--- src/rtl/apb_master_arbiter.sv ---
// ---------------------------------------------------------------------------
// apb_master_arbiter
//
// Purpose: shares one APB bus between two independent command sources.
// Requests are arbitrated round-robin in IDLE, the winner's command is run
// through the APB SETUP/ACCESS phases, and read data, error status and a
// one-cycle done pulse are returned to the winner. A wait-state timeout
// aborts an ACCESS phase that a slave never completes.
//
// Ports:
//   PCLK, PRESETn        clock (rising edge) / synchronous active-low reset
//   reqN, wrN            requester N request (held until doneN) and direction
//   addrN, wdataN        requester N address and write data
//   rdataN, doneN, errN  requester N read data, completion pulse, error flag
//   PSEL1, PSEL2         slave selects, decoded from PADDR[SEL_BIT]
//   PENABLE, PWRITE      APB enable and direction
//   PADDR, PWDATA        APB address and write data
//   PRDATA, PREADY,      APB read data, ready and slave error from the
//   PSLVERR              selected slave
// ---------------------------------------------------------------------------
module apb_master_arbiter #(
  parameter int ADDR_W  = 32,
  parameter int DATA_W  = 32,
  parameter int SEL_BIT = 4,
  parameter int TIMEOUT = 16
) (
  input  logic              PCLK,
  input  logic              PRESETn,
  input  logic              req0,
  input  logic              req1,
  input  logic              wr0,
  input  logic              wr1,
  input  logic [ADDR_W-1:0] addr0,
  input  logic [ADDR_W-1:0] addr1,
  input  logic [DATA_W-1:0] wdata0,
  input  logic [DATA_W-1:0] wdata1,
  output logic [DATA_W-1:0] rdata0,
  output logic [DATA_W-1:0] rdata1,
  output logic              done0,
  output logic              done1,
  output logic              err0,
  output logic              err1,
  output logic              PSEL1,
  output logic              PSEL2,
  output logic              PENABLE,
  output logic              PWRITE,
  output logic [ADDR_W-1:0] PADDR,
  output logic [DATA_W-1:0] PWDATA,
  input  logic [DATA_W-1:0] PRDATA,
  input  logic              PREADY,
  input  logic              PSLVERR
);

  typedef enum logic [1:0] {
    S_IDLE   = 2'd0,
    S_SETUP  = 2'd1,
    S_ACCESS = 2'd2,
    S_DONE   = 2'd3
  } state_t;

  // The counter holds the number of wait cycles already spent in ACCESS, so
  // the abort fires on the ACCESS cycle where it equals TIMEOUT-1: that is
  // the TIMEOUT-th ACCESS cycle with PREADY low.
  localparam int CNT_W = (TIMEOUT < 2) ? 1 : $clog2(TIMEOUT + 1);
  localparam logic [CNT_W-1:0] CNT_LAST = (TIMEOUT == 0) ? '0 : CNT_W'(TIMEOUT - 1);

  state_t              state_q,   state_d;
  logic                ptr_q,     ptr_d;      // requester that wins a tie
  logic                gnt_q,     gnt_d;      // requester owning the bus
  logic                psel1_q,   psel1_d;
  logic                psel2_q,   psel2_d;
  logic                penable_q, penable_d;
  logic                pwrite_q,  pwrite_d;
  logic [ADDR_W-1:0]   paddr_q,   paddr_d;
  logic [DATA_W-1:0]   pwdata_q,  pwdata_d;
  logic [CNT_W-1:0]    cnt_q,     cnt_d;
  logic                done0_q,   done0_d;
  logic                done1_q,   done1_d;
  logic                err0_q,    err0_d;
  logic                err1_q,    err1_d;
  logic [DATA_W-1:0]   rdata0_q,  rdata0_d;
  logic [DATA_W-1:0]   rdata1_q,  rdata1_d;

  // Winner selection and command mux for the IDLE grant.
  logic              win;
  logic              win_wr;
  logic [ADDR_W-1:0] win_addr;
  logic [DATA_W-1:0] win_wdata;

  always_comb begin
    // A lone requester wins outright; a tie goes to the pointer holder.
    win       = (req0 && req1) ? ptr_q : req1;
    win_wr    = win ? wr1    : wr0;
    win_addr  = win ? addr1  : addr0;
    win_wdata = win ? wdata1 : wdata0;
  end

  // Completion of the ACCESS phase, either by PREADY or by timeout.
  logic              fin;
  logic              fin_err;
  logic [DATA_W-1:0] fin_rdata;
  logic              timeout_hit;

  always_comb begin
    timeout_hit = (TIMEOUT != 0) && (cnt_q == CNT_LAST);
    fin         = 1'b0;
    fin_err     = 1'b0;
    fin_rdata   = '0;
    if (state_q == S_ACCESS) begin
      if (PREADY) begin
        fin       = 1'b1;
        fin_err   = PSLVERR;
        fin_rdata = pwrite_q ? '0 : PRDATA;
      end else if (timeout_hit) begin
        fin       = 1'b1;
        fin_err   = 1'b1;
        fin_rdata = '0;
      end
    end
  end

  always_comb begin
    state_d   = state_q;
    ptr_d     = ptr_q;
    gnt_d     = gnt_q;
    psel1_d   = psel1_q;
    psel2_d   = psel2_q;
    penable_d = penable_q;
    pwrite_d  = pwrite_q;
    paddr_d   = paddr_q;
    pwdata_d  = pwdata_q;
    cnt_d     = cnt_q;
    done0_d   = 1'b0;
    done1_d   = 1'b0;
    err0_d    = err0_q;
    err1_d    = err1_q;
    rdata0_d  = rdata0_q;
    rdata1_d  = rdata1_q;

    case (state_q)
      S_IDLE: begin
        if (req0 || req1) begin
          gnt_d     = win;
          ptr_d     = ~win;
          pwrite_d  = win_wr;
          paddr_d   = win_addr;
          pwdata_d  = win_wdata;
          psel1_d   = ~win_addr[SEL_BIT];
          psel2_d   =  win_addr[SEL_BIT];
          penable_d = 1'b0;
          state_d   = S_SETUP;
        end
      end

      S_SETUP: begin
        penable_d = 1'b1;
        cnt_d     = '0;
        state_d   = S_ACCESS;
      end

      S_ACCESS: begin
        if (fin) begin
          psel1_d   = 1'b0;
          psel2_d   = 1'b0;
          penable_d = 1'b0;
          state_d   = S_DONE;
          if (gnt_q) begin
            done1_d  = 1'b1;
            err1_d   = fin_err;
            rdata1_d = fin_rdata;
          end else begin
            done0_d  = 1'b1;
            err0_d   = fin_err;
            rdata0_d = fin_rdata;
          end
        end else begin
          cnt_d = cnt_q + CNT_W'(1);
        end
      end

      S_DONE: begin
        state_d = S_IDLE;
      end

      default: begin
        state_d = S_IDLE;
      end
    endcase
  end

  always_ff @(posedge PCLK) begin
    if (!PRESETn) begin
      state_q   <= S_IDLE;
      ptr_q     <= 1'b0;
      gnt_q     <= 1'b0;
      psel1_q   <= 1'b0;
      psel2_q   <= 1'b0;
      penable_q <= 1'b0;
      pwrite_q  <= 1'b0;
      paddr_q   <= '0;
      pwdata_q  <= '0;
      cnt_q     <= '0;
      done0_q   <= 1'b0;
      done1_q   <= 1'b0;
      err0_q    <= 1'b0;
      err1_q    <= 1'b0;
      rdata0_q  <= '0;
      rdata1_q  <= '0;
    end else begin
      state_q   <= state_d;
      ptr_q     <= ptr_d;
      gnt_q     <= gnt_d;
      psel1_q   <= psel1_d;
      psel2_q   <= psel2_d;
      penable_q <= penable_d;
      pwrite_q  <= pwrite_d;
      paddr_q   <= paddr_d;
      pwdata_q  <= pwdata_d;
      cnt_q     <= cnt_d;
      done0_q   <= done0_d;
      done1_q   <= done1_d;
      err0_q    <= err0_d;
      err1_q    <= err1_d;
      rdata0_q  <= rdata0_d;
      rdata1_q  <= rdata1_d;
    end
  end

  assign PSEL1   = psel1_q;
  assign PSEL2   = psel2_q;
  assign PENABLE = penable_q;
  assign PWRITE  = pwrite_q;
  assign PADDR   = paddr_q;
  assign PWDATA  = pwdata_q;
  assign done0   = done0_q;
  assign done1   = done1_q;
  assign err0    = err0_q;
  assign err1    = err1_q;
  assign rdata0  = rdata0_q;
  assign rdata1  = rdata1_q;

endmodule

--- config.mk ---
export PLATFORM = sky130hd
export DESIGN_NAME = apb_master_arbiter
export DESIGN_NICKNAME = d
export VERILOG_FILES = /design/src/rtl/apb_master_arbiter.sv
export SDC_FILE = /design/constraint.sdc
export NUM_CORES = 1
export LEC_CHECK = 0
export ABC_CLOCK_PERIOD_IN_PS = 4700
export CAP_MARGIN = 20
export CORE_MARGIN = 10
export CORE_UTILIZATION = 52
export CTS_CLUSTER_DIAMETER = 60
export DETAILED_ROUTE_END_ITERATION = 7
export DONT_BUFFER_PORTS = 1
export PLACE_DENSITY = 0.73
export SETUP_SLACK_MARGIN = 0.5
export SLEW_MARGIN = 15
export SYNTH_ARGS = -nofsm -noshare
export SYNTH_HDL_FRONTEND = slang
export SYNTH_SLANG_ARGS = --single-unit
--- constraint.sdc ---
create_clock -name PCLK -period 4.7 [get_ports PCLK]
set_clock_uncertainty 0.2 [all_clocks]
set_input_delay 0.47 -clock PCLK [delete_from_list [all_inputs] [get_ports PCLK]]
set_output_delay 0.47 -clock PCLK [all_outputs]
set_load 0.03 [all_outputs]
==> metrics.txt, run 1 <==
Netlist cell types=37; Post-synth top flop=dfxtp_1; root buf cell=clkbuf_8; register area share after synthesis=52.76%; Async SR Flop Fraction=0%; result of the run=stopped before the end; Failed at=clock tree synthesis; post-CTS setup repair buffer count=0; area of the mapped netlist=around 5500 um^2; quantity of gates resized following cts=0; Initial Utilization=53.29%; I/O Pins=304; floorplan row count=37; die height=~120 um; tool error=[ERROR RSZ-0060] Max buffer count reached.; total CTS buffers=17; CTS sink cnt=145; Post-Syn Area per Cell=around 9 um^2; gp weighted congestion=0.7914; H-tree levels=4; largest cells by area after synthesis=dfxtp_1 (53%), a222oi_1 (12%), a21oi_1 (6.3%), nand3_1 (6.0%), nor2_1 (5.3%); Hold-fix buffers, CTS=between 100 and 150; Syn Nets=just under 800; Synth area leader=dfxtp_1; EDFF count, synth=0; synthesized flop and latch total=145; die width=122.9 um; dpl hpwl=12950 um; Post-Syn Instances=598; Clock Path Buffers=2; YS warnings=0; Synth top area share=52.76%; # port buffers=0
metrics by stage:
| step | util (%) | hold slack (ns) | setup slack, ns | instances | instance area, um^2 |
|---|---|---|---|---|---|
| detailed placement | 52.39 | 0.2694 | 1.945 | 682 | 5409 |
| global placement | 52.25 | 0.2383 | 1.988 | 681 | 5394 |
| floorplan | - | 0.2229 | 2.681 | 598 | 5502 |
kinds of logic after synthesis:
family / Yosys count / share of synthesized area (%)
flops: 145 / 52.76
simple gates: 225 / 17.69
compound gates: 152 / 20.42
mux: 5 / 0.9552
buf+inv: 65 / 6.800
fa+ha+maj: 6 / 1.365
synth_stat cells (3+ instances only):
library cell / count
buf_4: 6
o21ai_0: 5
nor2_1: 77
dfxtp_1: 145
ha_1: 6
a222oi_1: 64
mux2i_1: 3
nand2_1: 68
nand3_1: 66
clkbuf_1: 20
a21oi_1: 69
buf_2: 20
buf_6: 11
inv_1: 4
==> inputs of run 2 (changes only) <==
CORE_UTILIZATION = 37   (was 52)
CTS_CLUSTER_DIAMETER = unset   (was 60)
PLACE_DENSITY = unset   (was 0.73)
PLACE_DENSITY_LB_ADDON = 0.15   (was unset)
SETUP_SLACK_MARGIN = unset   (was 0.5)
==> metrics.txt, run 2 <==
Leakage=2.413 nW; post-DR wirelength/cell=roughly 23 um; hold_ws=0.01626 ns; root buf cell=clkbuf_16; Detail Route Antenna Nets=0; fin area=6777 um^2; met1 GRT Util=18.88%; internal power=around 2.5 mW; WP data arrival=between 2 and 3 ns; filler cell count=1367; total global routing overflow=0; Worst R2R Path Depth=9; setup TNS=0 ns; worst r2r src=cnt_q[0]$_SDFFE_PN0P_; die height=141.9 um (+16%); Core Area=between 10000 and 15000 um^2; Clock Path Buffers=2 (unchanged); Final #Nets=812; Core Util, Final=46.63%; clock transition at the registers of the reported paths=~0.06 ns; dpl hpwl=13270 um (+2.5%); final hold vios=0; commonest non-fill, non-tap cell in the layout=dfxtp_1; met2 GRT Util=roughly 29%; vias in the first global route=4747; post-CTS setup repair buffer count=0 (unchanged); gp weighted congestion=0.7643 (-3.4%); actual slew at the worst max-slew pin=0.9240 ns; via count=between 4000 and 5000; Starting DRT DRC Count=551; met3 usage=a little under 10%; Netlist cell types=37 (unchanged); register area=2903 um^2; fmax=~0.38 GHz; # port buffers=0 (unchanged); Seq pwr share=between 40 and 50%; failing checks=design-rule violations; largest net degree at the start of global routing=93; Power Dens Cells=582.8 nW/um^2; Post-synth top flop=dfxtp_1; quantity of gates resized following cts=0 (unchanged); register area share after synthesis=52.76% (unchanged); Syn Nets=772 (unchanged); Final setup viols=0; result of the run=finished with violations; Final min period=~2.6 ns; Clk pwr share=32.5%; largest cells by area after synthesis=dfxtp_1 (53%), a222oi_1 (12%), a21oi_1 (6.3%), nand3_1 (6.0%), nor2_1 (5.3%); final slew viol count=0; Switching Share=36.32%; reg-to-reg endpoint=rdata0[26]$_SDFFE_PN0P_; floorplan row count=44 (+19%); global-route usage over all layers=17.51%; WHS Endpoint=PADDR[23]$_SDFFE_PN0P_; slowest CP cell=nand2b_1; crit path capture type=register; Synth top area share=52.76% (unchanged); Hold Startpoint=addr0[23]; first-pass GRT wire length=between 20000 and 30000 um; Hold WC Path Type=in -> reg; top-count cell post-synth=dfxtp_1; area of the mapped netlist=5502 um^2 (unchanged); CTS sink cnt=145 (unchanged); initial antenna violation count=0; fin crit share=55.89%; reg2reg setup slack=2.07 ns; H-tree levels=4 (unchanged); critical path startpoint=cnt_q[0]$_SDFFE_PN0P_; Syn-to-layout area delta=23.17%; fin cells=833; DRC=6; Cells on Worst Hold Path=2; total CTS buffers=17 (unchanged); Peak supply drop=0.3114 mV; YS warnings=0 (unchanged); ANT cells=0; top cells by count, synth=dfxtp_1 (145), nor2_1 (77), a21oi_1 (69), nand2_1 (68), nand3_1 (66); clock latency on the worst-skew pair=between 0.4 and 0.5 ns; GR peak layer=met2; Hold-fix buffers, CTS=70 (-52%); crit-path most repeated cell=ha_1; CTS tree=built; commonest non-fill, non-tap cells in the layout=dfxtp_1 (145), nor2_1 (77), dlygate4sd3_1 (70); die width=141.9 um (+16%); multi-input logic area=between 2000 and 2500 um^2; Post-Syn Instances=598 (unchanged); critical path cell sequence=ha_1 > and3_1 > ha_1 > o21ai_1 > nand2b_1 > buf_8 > buf_4 > nand2_1 > a21oi_1; EDFF count, synth=0 (unchanged); crit-path max FO=19; Startpoint Class=register; RSZ-0062 raised after global routing=false; Area after DPL=5517 um^2 (+2.0%); Async SR Flop Fraction=0% (unchanged); Max stage delay on crit path=0.55 ns; layout cells sized above 1=between 8 and 9%; die area=20150 um^2; Vias per Instance=5.899; synthesized flop and latch total=145 (unchanged); placed cells=733 (+7.5%); Post-Syn Area per Cell=9.200 um^2 (unchanged); Crit Path Class=reg -> reg; MaxCap Viol Count=0; Req. time, crit path=about 4.8 ns; total net switching power=roughly 1.4 mW; drt pass-1 iters=8; Max-slew headroom=38.40%; I/O Pins=304 (unchanged); Routed Wire Length=between 15000 and 20000 um; Synth area leader=dfxtp_1; Initial Utilization=37.85% (-15 points); Logic pwr share=20.3%
==> run 2: cell counts after synthesis <==
No cell type changed its count.
==> run 2: routing by layer <==
| metal | up-vias | share of wire, % | wire [um] |
|---|---|---|---|
| met5 | - | 0 | 0 |
| met4 | 0 | 1.4 | 272 |
| met3 | 16 | 13 | 2527 |
| met2 | 278 | 50 | 9325 |
| met1 | 2342 | 36 | 6713 |
| li1 | 2278 | - | - |
==> run 2: cells by family (layout without fill, tap and decap cells) <==
| logic type | Yosys count | count (layout) | synth area share (%) |
|---|---|---|---|
| muxes | 5 | 5 | 0.9552 |
| adders and majority gates | 6 | 6 | 1.365 |
| and+or+nand+nor | 225 | 225 | 17.69 |
| buffers and inverters | 65 | 116 | 6.800 |
| DFF | 145 | 145 | 52.76 |
| AOI/OAI and AO/OA | 152 | 152 | 20.42 |
==> run 2: area by class of cell <==
class / instances / area share, %
multi-input cells: 388 / 33.22
well taps: 184 / 3.397
repair buffers: 80 / 11.93
clock buffers: 19 / 6.536
clock inverters: 11 / 1.717
inverters: 6 / 0.3693
flip-flops and latches: 145 / 42.84
==> run 2: critical path: cells and delay by family (launching register included) <==
family	cells	cell delay, ns
buffers and inverters	2	0.38
and+or+nand+nor	3	0.79
AOI/OAI and AO/OA	2	0.42
DFF	1	0.33
adders and majority gates	2	0.44
==> run 2: worst max-delay path by stage <==
stage                              end  slack (ns)  cells after the start
2_1_floorplan   rdata1[2]$_SDFFE_PN0P_        2.68                      9
3_5_place_dp   rdata0[26]$_SDFFE_PN0P_        2.07                      9
5_1_grt        rdata0[26]$_SDFFE_PN0P_        1.89                      9
4_1_cts        rdata0[26]$_SDFFE_PN0P_        2.06                      9
6_report       rdata0[26]$_SDFFE_PN0P_        2.07                      9
3_3_place_gp   rdata0[26]$_SDFFE_PN0P_        1.80                      8
==> run 2: power by group through the flow <==
stage	sequential (mW)	combinational, mW	clock, mW
2_1_floorplan	1.82	0.660	0
3_3_place_gp	1.89	0.683	0
3_5_place_dp	1.89	0.738	0
4_1_cts	1.87	0.790	1.31
5_1_grt	1.89	0.896	1.36
6_report	1.86	0.802	1.28
==> run 2: metrics by stage <==
stage / worst slack [ns] / power [mW]
finish: 2.073 / 3.949
global route: 1.889 / 4.145
CTS: 2.060 / 3.971
detailed placement: 2.068 / 2.626
global placement: 1.803 / 2.577
floorplan: 2.681 / 2.481
Power figures use the tool's default switching activity.
